### src/rtl/stack_cpu.sv
// Stack-machine CPU core.
// Fetches one instruction per memory transfer, keeps an internal LIFO
// operand stack, and stops in an error state on stack under/overflow.
// All outputs are driven from registers. After reset the first FETCH cycle
// only raises the request. Every later entry into FETCH, MEM_RD or MEM_WR
// raises the request on the entering edge, so steady-state latency has no
// extra issue cycle.
module stack_cpu #(
    parameter int DATA_W = 8,
    parameter int ADDR_W = 5,
    parameter int DEPTH  = 16
) (
    input  logic                           clk,
    input  logic                           rst,
    output logic                           mem_req,
    output logic                           mem_we,
    output logic [ADDR_W-1:0]              mem_addr,
    output logic [DATA_W-1:0]              mem_wdata,
    input  logic [DATA_W-1:0]              mem_rdata,
    input  logic                           mem_ready,
    output logic [ADDR_W-1:0]              pc,
    output logic [$clog2(DEPTH+1)-1:0]     depth,
    output logic [2:0]                     opc,
    output logic                           retire,
    output logic                           halted,
    output logic [1:0]                     err
);

    localparam int DEPTH_W = $clog2(DEPTH + 1);
    localparam int IDX_W   = (DEPTH > 1) ? $clog2(DEPTH) : 1;

    localparam logic [DEPTH_W-1:0] DEPTH_FULL = DEPTH_W'(DEPTH);
    localparam logic [DEPTH_W-1:0] DEPTH_ONE  = DEPTH_W'(1);
    localparam logic [DEPTH_W-1:0] DEPTH_TWO  = DEPTH_W'(2);

    localparam logic [2:0] OP_ADD  = 3'b000;
    localparam logic [2:0] OP_SUB  = 3'b001;
    localparam logic [2:0] OP_AND  = 3'b010;
    localparam logic [2:0] OP_NOT  = 3'b011;
    localparam logic [2:0] OP_PUSH = 3'b100;
    localparam logic [2:0] OP_POP  = 3'b101;
    localparam logic [2:0] OP_JMP  = 3'b110;
    localparam logic [2:0] OP_JZ   = 3'b111;

    localparam logic [1:0] ERR_NONE  = 2'b00;
    localparam logic [1:0] ERR_UNDER = 2'b01;
    localparam logic [1:0] ERR_OVER  = 2'b10;

    typedef enum logic [2:0] {
        S_FETCH  = 3'd0,
        S_DECODE = 3'd1,
        S_POP_A  = 3'd2,
        S_POP_B  = 3'd3,
        S_EXEC   = 3'd4,
        S_MEM_RD = 3'd5,
        S_MEM_WR = 3'd6,
        S_ERR    = 3'd7
    } state_t;

    state_t              state_q;
    logic [ADDR_W-1:0]   pc_q;
    logic [DEPTH_W-1:0]  depth_q;
    logic [DATA_W-1:0]   ir_q;
    logic [DATA_W-1:0]   a_q;
    logic [DATA_W-1:0]   b_q;
    logic                halted_q;
    logic [1:0]          err_q;
    logic                retire_q;
    logic                mem_req_q;
    logic                mem_we_q;
    logic [ADDR_W-1:0]   mem_addr_q;
    logic [DATA_W-1:0]   mem_wdata_q;
    logic [DATA_W-1:0]   stack_q [DEPTH];

    logic [2:0]          op_s;
    logic [ADDR_W-1:0]   target_s;
    logic [ADDR_W-1:0]   pc_inc_s;
    logic [IDX_W-1:0]    tos_idx_s;
    logic [IDX_W-1:0]    push_idx_s;
    logic [DATA_W-1:0]   tos_s;
    logic [DATA_W-1:0]   alu_d;

    assign op_s       = ir_q[DATA_W-1 -: 3];
    assign target_s   = ir_q[ADDR_W-1:0];
    assign pc_inc_s   = pc_q + ADDR_W'(1);
    assign tos_idx_s  = IDX_W'(depth_q - DEPTH_ONE);
    assign push_idx_s = IDX_W'(depth_q);
    assign tos_s      = stack_q[tos_idx_s];

    // ALU result: B is the deeper operand, A the former top of stack.
    always_comb begin
        alu_d = '0;
        case (op_s)
            OP_ADD:  alu_d = b_q + a_q;
            OP_SUB:  alu_d = b_q - a_q;
            OP_AND:  alu_d = b_q & a_q;
            OP_NOT:  alu_d = ~a_q;
            default: alu_d = '0;
        endcase
    end

    // Control FSM, datapath registers, stack storage and registered outputs.
    always_ff @(posedge clk) begin
        if (rst) begin
            state_q     <= S_FETCH;
            pc_q        <= '0;
            depth_q     <= '0;
            ir_q        <= '0;
            a_q         <= '0;
            b_q         <= '0;
            halted_q    <= 1'b0;
            err_q       <= ERR_NONE;
            retire_q    <= 1'b0;
            mem_req_q   <= 1'b0;
            mem_we_q    <= 1'b0;
            mem_addr_q  <= '0;
            mem_wdata_q <= '0;
        end else begin
            retire_q <= 1'b0;
            case (state_q)
                S_FETCH: begin
                    if (!mem_req_q) begin
                        // Issue cycle, only needed right after reset.
                        mem_req_q  <= 1'b1;
                        mem_we_q   <= 1'b0;
                        mem_addr_q <= pc_q;
                    end else if (mem_ready) begin
                        ir_q      <= mem_rdata;
                        pc_q      <= pc_inc_s;
                        mem_req_q <= 1'b0;
                        state_q   <= S_DECODE;
                    end
                end
                S_DECODE: begin
                    case (op_s)
                        OP_ADD, OP_SUB, OP_AND: begin
                            if (depth_q < DEPTH_TWO) begin
                                err_q    <= ERR_UNDER;
                                halted_q <= 1'b1;
                                state_q  <= S_ERR;
                            end else begin
                                state_q <= S_POP_A;
                            end
                        end
                        OP_NOT, OP_POP: begin
                            if (depth_q < DEPTH_ONE) begin
                                err_q    <= ERR_UNDER;
                                halted_q <= 1'b1;
                                state_q  <= S_ERR;
                            end else begin
                                state_q <= S_POP_A;
                            end
                        end
                        OP_PUSH: begin
                            if (depth_q == DEPTH_FULL) begin
                                err_q    <= ERR_OVER;
                                halted_q <= 1'b1;
                                state_q  <= S_ERR;
                            end else begin
                                mem_req_q  <= 1'b1;
                                mem_we_q   <= 1'b0;
                                mem_addr_q <= target_s;
                                state_q    <= S_MEM_RD;
                            end
                        end
                        OP_JMP: begin
                            pc_q       <= target_s;
                            retire_q   <= 1'b1;
                            mem_req_q  <= 1'b1;
                            mem_we_q   <= 1'b0;
                            mem_addr_q <= target_s;
                            state_q    <= S_FETCH;
                        end
                        OP_JZ: begin
                            if (depth_q < DEPTH_ONE) begin
                                err_q    <= ERR_UNDER;
                                halted_q <= 1'b1;
                                state_q  <= S_ERR;
                            end else begin
                                if (tos_s == '0) begin
                                    pc_q       <= target_s;
                                    mem_addr_q <= target_s;
                                end else begin
                                    mem_addr_q <= pc_q;
                                end
                                retire_q  <= 1'b1;
                                mem_req_q <= 1'b1;
                                mem_we_q  <= 1'b0;
                                state_q   <= S_FETCH;
                            end
                        end
                        default: state_q <= S_ERR;
                    endcase
                end
                S_POP_A: begin
                    a_q     <= tos_s;
                    depth_q <= depth_q - DEPTH_ONE;
                    case (op_s)
                        OP_ADD, OP_SUB, OP_AND: state_q <= S_POP_B;
                        OP_NOT:                 state_q <= S_EXEC;
                        OP_POP: begin
                            mem_req_q   <= 1'b1;
                            mem_we_q    <= 1'b1;
                            mem_addr_q  <= target_s;
                            mem_wdata_q <= tos_s;
                            state_q     <= S_MEM_WR;
                        end
                        default: state_q <= S_ERR;
                    endcase
                end
                S_POP_B: begin
                    b_q     <= tos_s;
                    depth_q <= depth_q - DEPTH_ONE;
                    state_q <= S_EXEC;
                end
                S_EXEC: begin
                    stack_q[push_idx_s] <= alu_d;
                    depth_q    <= depth_q + DEPTH_ONE;
                    retire_q   <= 1'b1;
                    mem_req_q  <= 1'b1;
                    mem_we_q   <= 1'b0;
                    mem_addr_q <= pc_q;
                    state_q    <= S_FETCH;
                end
                S_MEM_RD: begin
                    if (mem_ready) begin
                        stack_q[push_idx_s] <= mem_rdata;
                        depth_q    <= depth_q + DEPTH_ONE;
                        retire_q   <= 1'b1;
                        mem_we_q   <= 1'b0;
                        mem_addr_q <= pc_q;
                        state_q    <= S_FETCH;
                    end
                end
                S_MEM_WR: begin
                    if (mem_ready) begin
                        retire_q   <= 1'b1;
                        mem_we_q   <= 1'b0;
                        mem_addr_q <= pc_q;
                        state_q    <= S_FETCH;
                    end
                end
                S_ERR: begin
                    // Frozen until reset; only keep the bus idle.
                    mem_req_q <= 1'b0;
                    mem_we_q  <= 1'b0;
                end
                default: begin
                    mem_req_q <= 1'b0;
                    halted_q  <= 1'b1;
                    state_q   <= S_ERR;
                end
            endcase
        end
    end

    assign mem_req   = mem_req_q;
    assign mem_we    = mem_we_q;
    assign mem_addr  = mem_addr_q;
    assign mem_wdata = mem_wdata_q;
    assign pc        = pc_q;
    assign depth     = depth_q;
    assign opc       = op_s;
    assign retire    = retire_q;
    assign halted    = halted_q;
    assign err       = err_q;

endmodule

### config.mk
export PLATFORM = sky130hd
export DESIGN_NAME = stack_cpu
export DESIGN_NICKNAME = d
export VERILOG_FILES = /design/src/rtl/stack_cpu.sv
export SDC_FILE = /design/constraint.sdc
export NUM_CORES = 1
export LEC_CHECK = 0
export ABC_AREA = 1
export CELL_PAD_IN_SITES_DETAIL_PLACEMENT = 2
export CELL_PAD_IN_SITES_GLOBAL_PLACEMENT = 2
export CORE_MARGIN = 10
export CORE_UTILIZATION = 37
export CTS_CLUSTER_DIAMETER = 120
export DETAILED_ROUTE_END_ITERATION = 6
export HOLD_SLACK_MARGIN = 0.06
export PLACE_DENSITY = 0.77
export SYNTH_ARGS = -nofsm -noshare
export SYNTH_HDL_FRONTEND = slang
export SYNTH_SLANG_ARGS = --single-unit
### constraint.sdc
create_clock -name clk -period 3.4 [get_ports clk]
set_input_delay 0.51 -clock clk [delete_from_list [all_inputs] [get_ports clk]]
set_output_delay 0.51 -clock clk [all_outputs]
set_load 0.03 [all_outputs]
# --- Word-level counts from Yosys, hierarchy flattened ---
# Memories as Yosys holds them, arrays and structs flattened.
# Index checks and enable logic that the tools add are counted.
op_classes:
  addsub: 5
  n_mul: 0
  n_div: 0
  order_cmp: 2
  n_eq_ne: 28
  shift: 0
  n_mux: 57
  n_bitwise: 3
  n_reduce_logical: 25
op_table:
  columns: ["op", "count"]
  rows:
  - ["$mux 5", 9]
  - ["$pmux 8 s4", 1]
  - ["$pmux 5 s3", 2]
  - ["$pmux 5 s5", 1]
  - ["$eq 3x3->1 const B", 8]
  - ["$mux 1", 20]
  - ["$pmux 5 s2", 2]
  - ["$mux 3", 6]
  - ["$pmux 3 s6", 1]
  - ["$pmux 3 s5", 1]
  - ["$reduce_and 5->1", 3]
  - ["$reduce_bool 5->1", 3]
  - ["$ne 2x2->1 const B", 7]
  - ["$reduce_and 7->1", 2]
  - ["$eq 3x2->1 const B", 4]
  - ["$pmux 1 s3", 4]
  - ["$add 5x1->5 const B", 2]
  - ["$pmux 1 s5", 2]
  - ["$pmux 3 s3", 1]
  - ["$add 8x8->8", 1]
  - ["$and 8x8->8", 1]
  - ["$logic_not 8->1", 1]
  - ["$mux 2", 4]
  - ["$mux 8", 1]
  - ["other kinds (23)", 33]
totals:
  regBits: 56
  latchBits: 0
  ramBits: 128
  romBits: 0
  output_inout_bits: 32
  n_memories: 1
memory_table:
  columns: ["memory", "words", "word_bits", "read_ports", "rd_clocked_by_memory_dff", "write_ports", "line", "rtl"]
  rows:
  - ["stack_q", 16, 8, 1, 0, 1, "73", "logic [DATA_W-1:0] stack_q [DEPTH];"]

# --- Longest topological paths before layout ---
# Gate-level depths: netlist of run 1.
# An unclocked memory read counts as a cell.
depth:
  ltp_word: 7
  depth_mapped: 20
  ltp_nobuf: 16

# --- Worst setup path before layout of run 1 ---
# OpenSTA, ideal clock, no wires.
synth_path:
  path_kind: "reg-to-reg"
  startpoint: "register ir_q[7]"
  endpoint: "memory stack_q[0][1], data pin"
  t_arrival_ns: 2.479
  slack_ns: 0.591
  stages_incl_launch_ff: 9
  path_cell_list: "dfxtp_1 > buf_2 > nor2_1 > nand2_1 > o21ai_0 > fa_1 > o21ai_0 > a21oi_1 > o21ai_0"
synth_between:
  elab_chain_cells: 3
  elab_cells_between_ends: 6
  classes_between: "3 x eq/ne; 2 x mux; 1 x reduce/logical"
synth_rtl:
  columns: ["item", "line", "rtl"]
  rows:
  - ["from (decl)", "63", "logic [DATA_W-1:0] ir_q;"]
  - ["from (signal assigned)", "128", "ir_q <= mem_rdata;"]
  - ["$eq 3x2->1 (tied with other cells)", "93", "case (op_s)"]
  - ["$pmux 8 s4 (*)", "93", null]
  - ["$mux 8 (no source line) (*)", null, null]
  - ["to (decl)", "73", null]
# Mark *: on every way between the ends. The rest lies on a longest branch, timed or not.

# --- Worst setup path after layout of run 1 ---
layout_path:
  startpoint: "register a_q[0]"
  endpoint: "memory stack_q[11][7], data pin"
layout_between:
  elab_chain_cells: 3
  elab_cells_between_ends: 4
  classes_between: "2 x add/sub; 2 x mux"
layout_rtl:
  columns: ["item", "line", "rtl"]
  rows:
  - ["from (decl)", "64", "logic [DATA_W-1:0] a_q;"]
  - ["from (signal assigned)", "196", "a_q <= tos_s;"]
  - ["$sub 8x8->8 / $add 8x8->8 (equally long branches)", "95, 94", null]
  - ["$pmux 8 s4 (*)", "93", null]
  - ["$mux 8 (no source line) (*)", null, null]
# Marks and branches as above.

==> results.cfg, run 1 <==
[grt]
grt_first_pass_wirelength_mm = 48.20
grt_pass1_vias = 8312
antenna_found_initial = 0
pin_count_of_the_biggest_net_entering_global_routing = 80
grt_overflow = 0
grtUsageTotal = 0.2020

[synthesis]
most_common_flop_cell_mapped_by_yosys = sky130_fd_sc_hd__edfxtp_1
syn_inst = 1056
synthDistinctLibCells = 43
async_reset_ff_frac = 0
synth_top_cell_area_share = 0.4264
syn_area_per_cell_um2 = 8.537
syn_area_mm2 = 0.009015
ff_latch_count_synth = 184
synthesis.yosys.warnings = 0
yosys.area.top_type = sky130_fd_sc_hd__edfxtp_1
synth_area_leaders = sky130_fd_sc_hd__edfxtp_1 43%, sky130_fd_sc_hd__dfxtp_1 12%, sky130_fd_sc_hd__nand2_1 11%
synth_most_common_cell = sky130_fd_sc_hd__nand2_1
syn-num-nets = 1083
seq_area_frac_synth = 0.5507
synth.top_cells.by_count = 261 x sky130_fd_sc_hd__nand2_1, 164 x sky130_fd_sc_hd__inv_1, 128 x sky130_fd_sc_hd__edfxtp_1
synth-edff-count = 128

[route]
route.final.wire_length_mm = 31.00
detailedRoute.firstPassIterationCount = 5
vias = 7600
wire_per_inst_um = 21.39
drt_iter0_markers = 414
drt.antenna.violating_nets = 0
post_drt_via_cell_ratio = 5.245
drc_errors = 0

[sta]
slew_violations = 0
worst_slack_ps = 276.8
timing.final.setup_violations = 0
timing.setup.tns_ps = 0
worst_clock_skew_ps = 19.95
final_period_minus_worst_setup_slack_ps = 3123
timing.hold.ws_ps = 457.3
worst-slew-pin-transition_ps = 741.0
maxSlewHeadroom = 0.5048
grt_setup_unrepaired = false
max_freq_ghz = 0.3202
period_share = 0.9186
final_hold_viol_count = 0

[worst_setup_path]
timing.critical_path.buf_inv = 3
cp_slowest_stage_delay_ps = 350
crit_path_top_delay_cell = sky130_fd_sc_hd__dfxtp_1
critPathTopFamily = compound AO/OA/AOI/OAI gates
timing.critical_path.from_type = flip-flop
worst_ep_arrival_time_ps = 3170
cp_max_fo = 16
worst_setup_path_type = flip-flop to flip-flop
critical_path.most_common_cell = sky130_fd_sc_hd__inv_1
critical_path_end_type = flip-flop
crit_required_ps = 3450
regToRegSetupSlack_ps = 280
path_cells = inv_1 -> ha_1 -> inv_1 -> o31ai_1 -> xor2_1 -> inv_1 -> ha_1 -> a21oi_1 -> o21ai_0 -> a21oi_1 -> xor2_1 -> o221ai_1 -> nand2_1 -> nand2_1

[floorplanning]
initial_utilization = 0.3729
design.portCount = 43
die_x_um = 176.1
die_area_mm2 = 0.03101
die_h_um = 176.1
core.rowCount = 57
coreArea_mm2 = 0.02418

[placement]
port_buffers = 42
place_area_mm2 = 0.009928
gpl.final_weighted_congestion = 0.8339
dp_slack_ps = 282.5
dpl.hpwl_mm = 21.26

[power_and_ir_drop]
clock_power_share = 0.190
p_leak_nw = 4.588
cell_internal_pwr_w = 0.006181
comb_power_share = 0.481
sequential_cell_fraction_of_total_power = 0.329
power.ir.vdd_worst_mv = 0.8036
p_switching_w = 0.005426
power.share.switching = 0.4675
power-per-cell-area_mw_per_mm2 = 1096

[final_layout]
design_area_mm2 = 0.01059
layout-area-overhead-vs-synth_pct = 17.52
share_of_layout_cells_above_drive_strength_1 = 0.08178
antenna-diode-count = 0
nNetsFinal = 1139

[cts]
cts_max_path_buffers = 2
tritoncts = done
clock_sink_count = 184
cts_buffers = 17
hold_bufs_inserted_after_cts = 0
cts_resized = 0
clk_root_buffer_cell = sky130_fd_sc_hd__clkbuf_16
clock_insertion_delay_at_the_later_pin_of_the_skew_report_ps = 460
post_cts_setup_inserts = 0
h-tree-depth = 4
cts.reportedPaths.clkPinSlew_ps = 80

[run_status]
status = finished clean

[job]
cap_viol_max_count = 0

[worst_hold_path]
holdCritPathClass = flip-flop to flip-flop
==> power groups by stage <==
stage                     logic (W)  registers (W)  clock network, W
final                       0.00559        0.00382           0.00220
after global routing        0.00624        0.00384           0.00232
after CTS                   0.00564        0.00383           0.00223
after detailed placement    0.00553        0.00387                 0
after global placement      0.00526        0.00386                 0
after floorplan             0.00329        0.00390                 0
==> metal layers <==
layer / global-route usage / up-vias / routed length, µm
li1: - / 3563 / -
met1: 0.2562 / 3884 / 13570
met2: 0.3509 / 130 / 15800
met3: 0.03631 / 23 / 1313
met4: 0.04380 / 0 / 317
met5: 0 / - / 0
==> flip-flops by register name, indices dropped and copies added, names as in the netlist, 2 cells and up <==
register and cells:
a_q 8, stack_q 128, err 2, state_q 3, mem_addr 5, pc 5, b_q 8, ir_q 8
depth 5, mem_wdata 8
==> path summary, 6_finish.rpt <==
| kind | from | to | cells past startpoint |
|---|---|---|---|
| worst max register to register | a_q[0] | stack_q[11][7] | 14 |
| worst max-delay path | a_q[0] | stack_q[11][7] | 14 |
| worst min-delay path | halted | halted | 2 |
| worst min register to register | halted | halted | 2 |
==> stage by stage <==
step	total power, W	util	cells
after global placement	0.009120	0.4107	1417
after detailed placement	0.009402	0.4107	1417
after CTS	0.01170	0.4379	1449
final	0.01161	0.4382	1449
after floorplan	0.007191	-	1056
after global routing	0.01240	0.4382	1449
==> final cells by class <==
cell class / instances / area (µm²)
fill: 2672 / 13580
sequential: 184 / 4969
multi-input combinational: 660 / 3184
timing repair buffer: 80 / 743.2
inverter: 169 / 634.4
clock buffer: 17 / 425.4
tap: 324 / 405.4
clock inverter: 15 / 232.7
==> logic make-up after synthesis <==
kind of cell	Yosys count	share of synthesized area
AO/OA/AOI/OAI	153	0.09604
XOR/XNOR	13	0.01430
adder cells (fa/ha/maj)	16	0.02304
buffers and inverters	212	0.09660
flip-flops	184	0.5507
multiplexers	1	0.001110
AND/OR/NAND/NOR	477	0.2182
==> cell usage in the layout, fill, tap and decap left out, drive strengths merged <==
| cell type | netlist | final |
|---|---|---|
| ha | 15 | 15 |
| a31oi | 3 | 3 |
| dfxtp | 56 | 56 |
| o21a | 2 | 2 |
| o211ai | 11 | 11 |
| mux2i | 1 | 1 |
| o21ai | 63 | 63 |
| o32ai | 1 | 1 |
| clkbuf | 16 | 17 |
| nand2 | 264 | 264 |
| inv | 169 | 178 |
| nand4 | 1 | 1 |
| nor4 | 1 | 1 |
| fa | 1 | 1 |
| xor2 | 11 | 11 |
| clkinv | 0 | 5 |
| o31ai | 3 | 3 |
| or2 | 1 | 1 |
| o22ai | 5 | 5 |
| a21o | 1 | 1 |
| o221ai | 4 | 4 |
| a21oi | 55 | 55 |
| nand3 | 109 | 109 |
| nor3 | 9 | 9 |
| o221a | 1 | 1 |
| clkdlybuf4s50 | 0 | 42 |
| nor2 | 91 | 91 |
| bufinv | 0 | 1 |
| buf | 27 | 38 |
| edfxtp | 128 | 128 |
| o311ai | 1 | 1 |
| xnor2 | 2 | 2 |
| nand3b | 1 | 1 |
| a22oi | 1 | 1 |
| a211oi | 2 | 2 |
==> worst register-to-register path, delay by kind of cell, from the launching register on <==
family | cells | cell delay, ps
compound gates | 5 | 820
fa+ha+maj | 2 | 520
simple gates | 2 | 430
xor+xnor | 2 | 360
flops | 1 | 350
buf+inv | 3 | 240
Power figures use the tool's default switching activity.
==> run 2, diff against run 1 <==
Settings changed: CORE_UTILIZATION 37 to 39, CTS_BUF_LIST set to sky130_fd_sc_hd__clkbuf_8, PLACE_DENSITY 0.77 to 0.81.
==> run 2 against run 1 <==
  * First-iteration DRC count increased by 19%
  * Wire length decreased by 1.4%
  * Sequential power about the same
  * Non-clock buffer count increased by 5
  * Clock skew increased by 3.6 ps
  * Largest power group unchanged
  * Setup slack improved by 3.9 ps
  * Hold slack improved by 21 ps
  * Register-to-register slack about the same
  * Maximum frequency increased by 0.12%
  * Global-route usage increased by 1.2 points
==> results.cfg, run 2 (synthesized netlist as in run 1, its figures left out) <==
[power_and_ir_drop]
sequential_cell_fraction_of_total_power = 0.342
cell_internal_pwr_w = 0.005778
p_leak_nw = 4.502
power.share.switching = 0.4800
power.ir.vdd_worst_mv = 0.5852
comb_power_share = 0.509
power-per-cell-area_mw_per_mm2 = 1076
clock_power_share = 0.149
report.power.total_w = 0.01111
p_switching_w = 0.005333

[route]
drc_errors = 0
detailedRoute.firstPassIterationCount = 5
post_drt_via_cell_ratio = 5.377
route.final.wire_length_mm = 30.57
vias = 7609
wire_per_inst_um = 21.61
drt_iter0_markers = 494
drt.antenna.violating_nets = 0

[worst_hold_path]
worstHoldEndpoint = halted
worstHoldPathCells = 2
holdCritPathClass = flip-flop to flip-flop
min-delay-start = halted

[floorplanning]
coreArea_mm2 = 0.02271
initial_utilization = 0.3970
design.portCount = 43
die_area_mm2 = 0.02960
die_x_um = 172.0
core.rowCount = 55
die_h_um = 172.0

[cts]
clock_sink_count = 184
cts.reportedPaths.clkPinSlew_ps = 110
tritoncts = done
post_cts_setup_inserts = 0
clock_insertion_delay_at_the_later_pin_of_the_skew_report_ps = 500
cts_buffers = 17
cts_max_path_buffers = 2
h-tree-depth = 4
cts_resized = 0
clk_root_buffer_cell = sky130_fd_sc_hd__clkbuf_8
hold_bufs_inserted_after_cts = 0

[grt]
pin_count_of_the_biggest_net_entering_global_routing = 57
grt_use_met1 = 0.2757
antenna_found_initial = 0
gr-usage-met3 = 0.03374
grt_first_pass_wirelength_mm = 48.02
grt_pass1_vias = 8283
grtUsageTotal = 0.2144
grt_use_met2 = 0.3630
grt_overflow = 0
globalRoute.busiestLayer = met2

[sta]
maxSlewHeadroom = 0.5306
worst-slew-pin-transition_ps = 704.1
worst_clock_skew_ps = 23.60
worst_slack_ps = 280.6
final_period_minus_worst_setup_slack_ps = 3119
grt_setup_unrepaired = false
timing.final.setup_violations = 0
slew_violations = 0
timing.setup.tns_ps = 0
period_share = 0.9175
max_freq_ghz = 0.3206
final_hold_viol_count = 0

[worst_setup_path]
cp_max_fo = 16
worst_r2r_endpoint = stack_q[15][7]
critical_path_end_type = flip-flop
crit_required_ps = 3510
regToRegSetupSlack_ps = 280
critPathLaunch = a_q[1]
crit-reg2reg-launch = a_q[1]
reg2reg_depth = 14
timing.critical_path.from_type = flip-flop
worst_ep_arrival_time_ps = 3230
worst_setup_path_type = flip-flop to flip-flop

[final_layout]
share_of_layout_cells_above_drive_strength_1 = 0.08496
final.fill_count = 2525
antenna-diode-count = 0
largest_register_ffs = 128
nNetsFinal = 1144
design_area_mm2 = 0.01033
most-common-layout-cells = 260 x sky130_fd_sc_hd__nand2_1, 164 x sky130_fd_sc_hd__inv_1, 128 x sky130_fd_sc_hd__edfxtp_1, 109 x sky130_fd_sc_hd__nand3_1, 89 x sky130_fd_sc_hd__nor2_1
registers.top_by_ff_count = stack_q
layout-area-overhead-vs-synth_pct = 14.60
final_common_cell = sky130_fd_sc_hd__nand2_1

[placement]
dpl.hpwl_mm = 21.13
place_area_mm2 = 0.009879
gpl.final_weighted_congestion = 0.8142
port_buffers = 42
dp_slack_ps = 252.3

[run_status]
status = finished clean

[job]
cap_viol_max_count = 0
run 2: how the worst max path moves through the flow:
| stage | end | cells past startpoint |
|---|---|---|
| finish | stack_q[15][7] | 14 |
| global route | stack_q[15][7] | 14 |
| CTS | stack_q[13][6] | 15 |
| detailed placement | stack_q[5][6] | 15 |
| global placement | stack_q[5][6] | 16 |
| floorplan | stack_q[0][1] | 8 |
run 2: power by group through the flow:
stage / clock, W / combinational, W / sequential (W)
2_1_floorplan: 0 / 0.00329 / 0.00390
3_3_place_gp: 0 / 0.00533 / 0.00384
3_5_place_dp: 0 / 0.00558 / 0.00385
4_1_cts: 0.00167 / 0.00570 / 0.00381
5_1_grt: 0.00176 / 0.00627 / 0.00384
6_report: 0.00165 / 0.00566 / 0.00381
run 2: critical path: stages (launching register included):
cell and delay, ps:
sky130_fd_sc_hd__dfxtp_1 350, sky130_fd_sc_hd__inv_1 120, sky130_fd_sc_hd__ha_1 190, sky130_fd_sc_hd__inv_1 60, sky130_fd_sc_hd__o31ai_1 310, sky130_fd_sc_hd__xor2_1 190
sky130_fd_sc_hd__inv_1 70, sky130_fd_sc_hd__ha_1 340, sky130_fd_sc_hd__a21oi_1 150, sky130_fd_sc_hd__o21ai_0 90, sky130_fd_sc_hd__a21oi_1 180, sky130_fd_sc_hd__xor2_1 170
sky130_fd_sc_hd__o221ai_1 130, sky130_fd_sc_hd__nand2_1 80, sky130_fd_sc_hd__nand2_1 310
run 2: layout make-up:
cell class | instances | area, µm² | area share
inverters | 169 | 634.4 | 0.06140
well taps | 285 | 356.6 | 0.03452
repair buffers | 85 | 743.2 | 0.07194
clock buffers | 17 | 234.0 | 0.02265
clock inverters | 15 | 212.7 | 0.02059
multi-input cells | 660 | 3182 | 0.3080
flip-flops and latches | 184 | 4969 | 0.4809
run 2: stage by stage:
step / std cells / util / hold WS (ps)
floorplan: 1056 / - / 449.6
global placement: 1383 / 0.4350 / 451.7
detailed placement: 1383 / 0.4350 / 457.1
CTS: 1415 / 0.4547 / 482.8
global route: 1415 / 0.4549 / 510.6
finish: 1415 / 0.4549 / 478.5
run 2: metal layers:
layer  up-vias  part of all wire
met5         -                 0
met3        40             0.033
li1       3561                 -
met2       122              0.50
met4         0             0.017
met1      3886              0.45
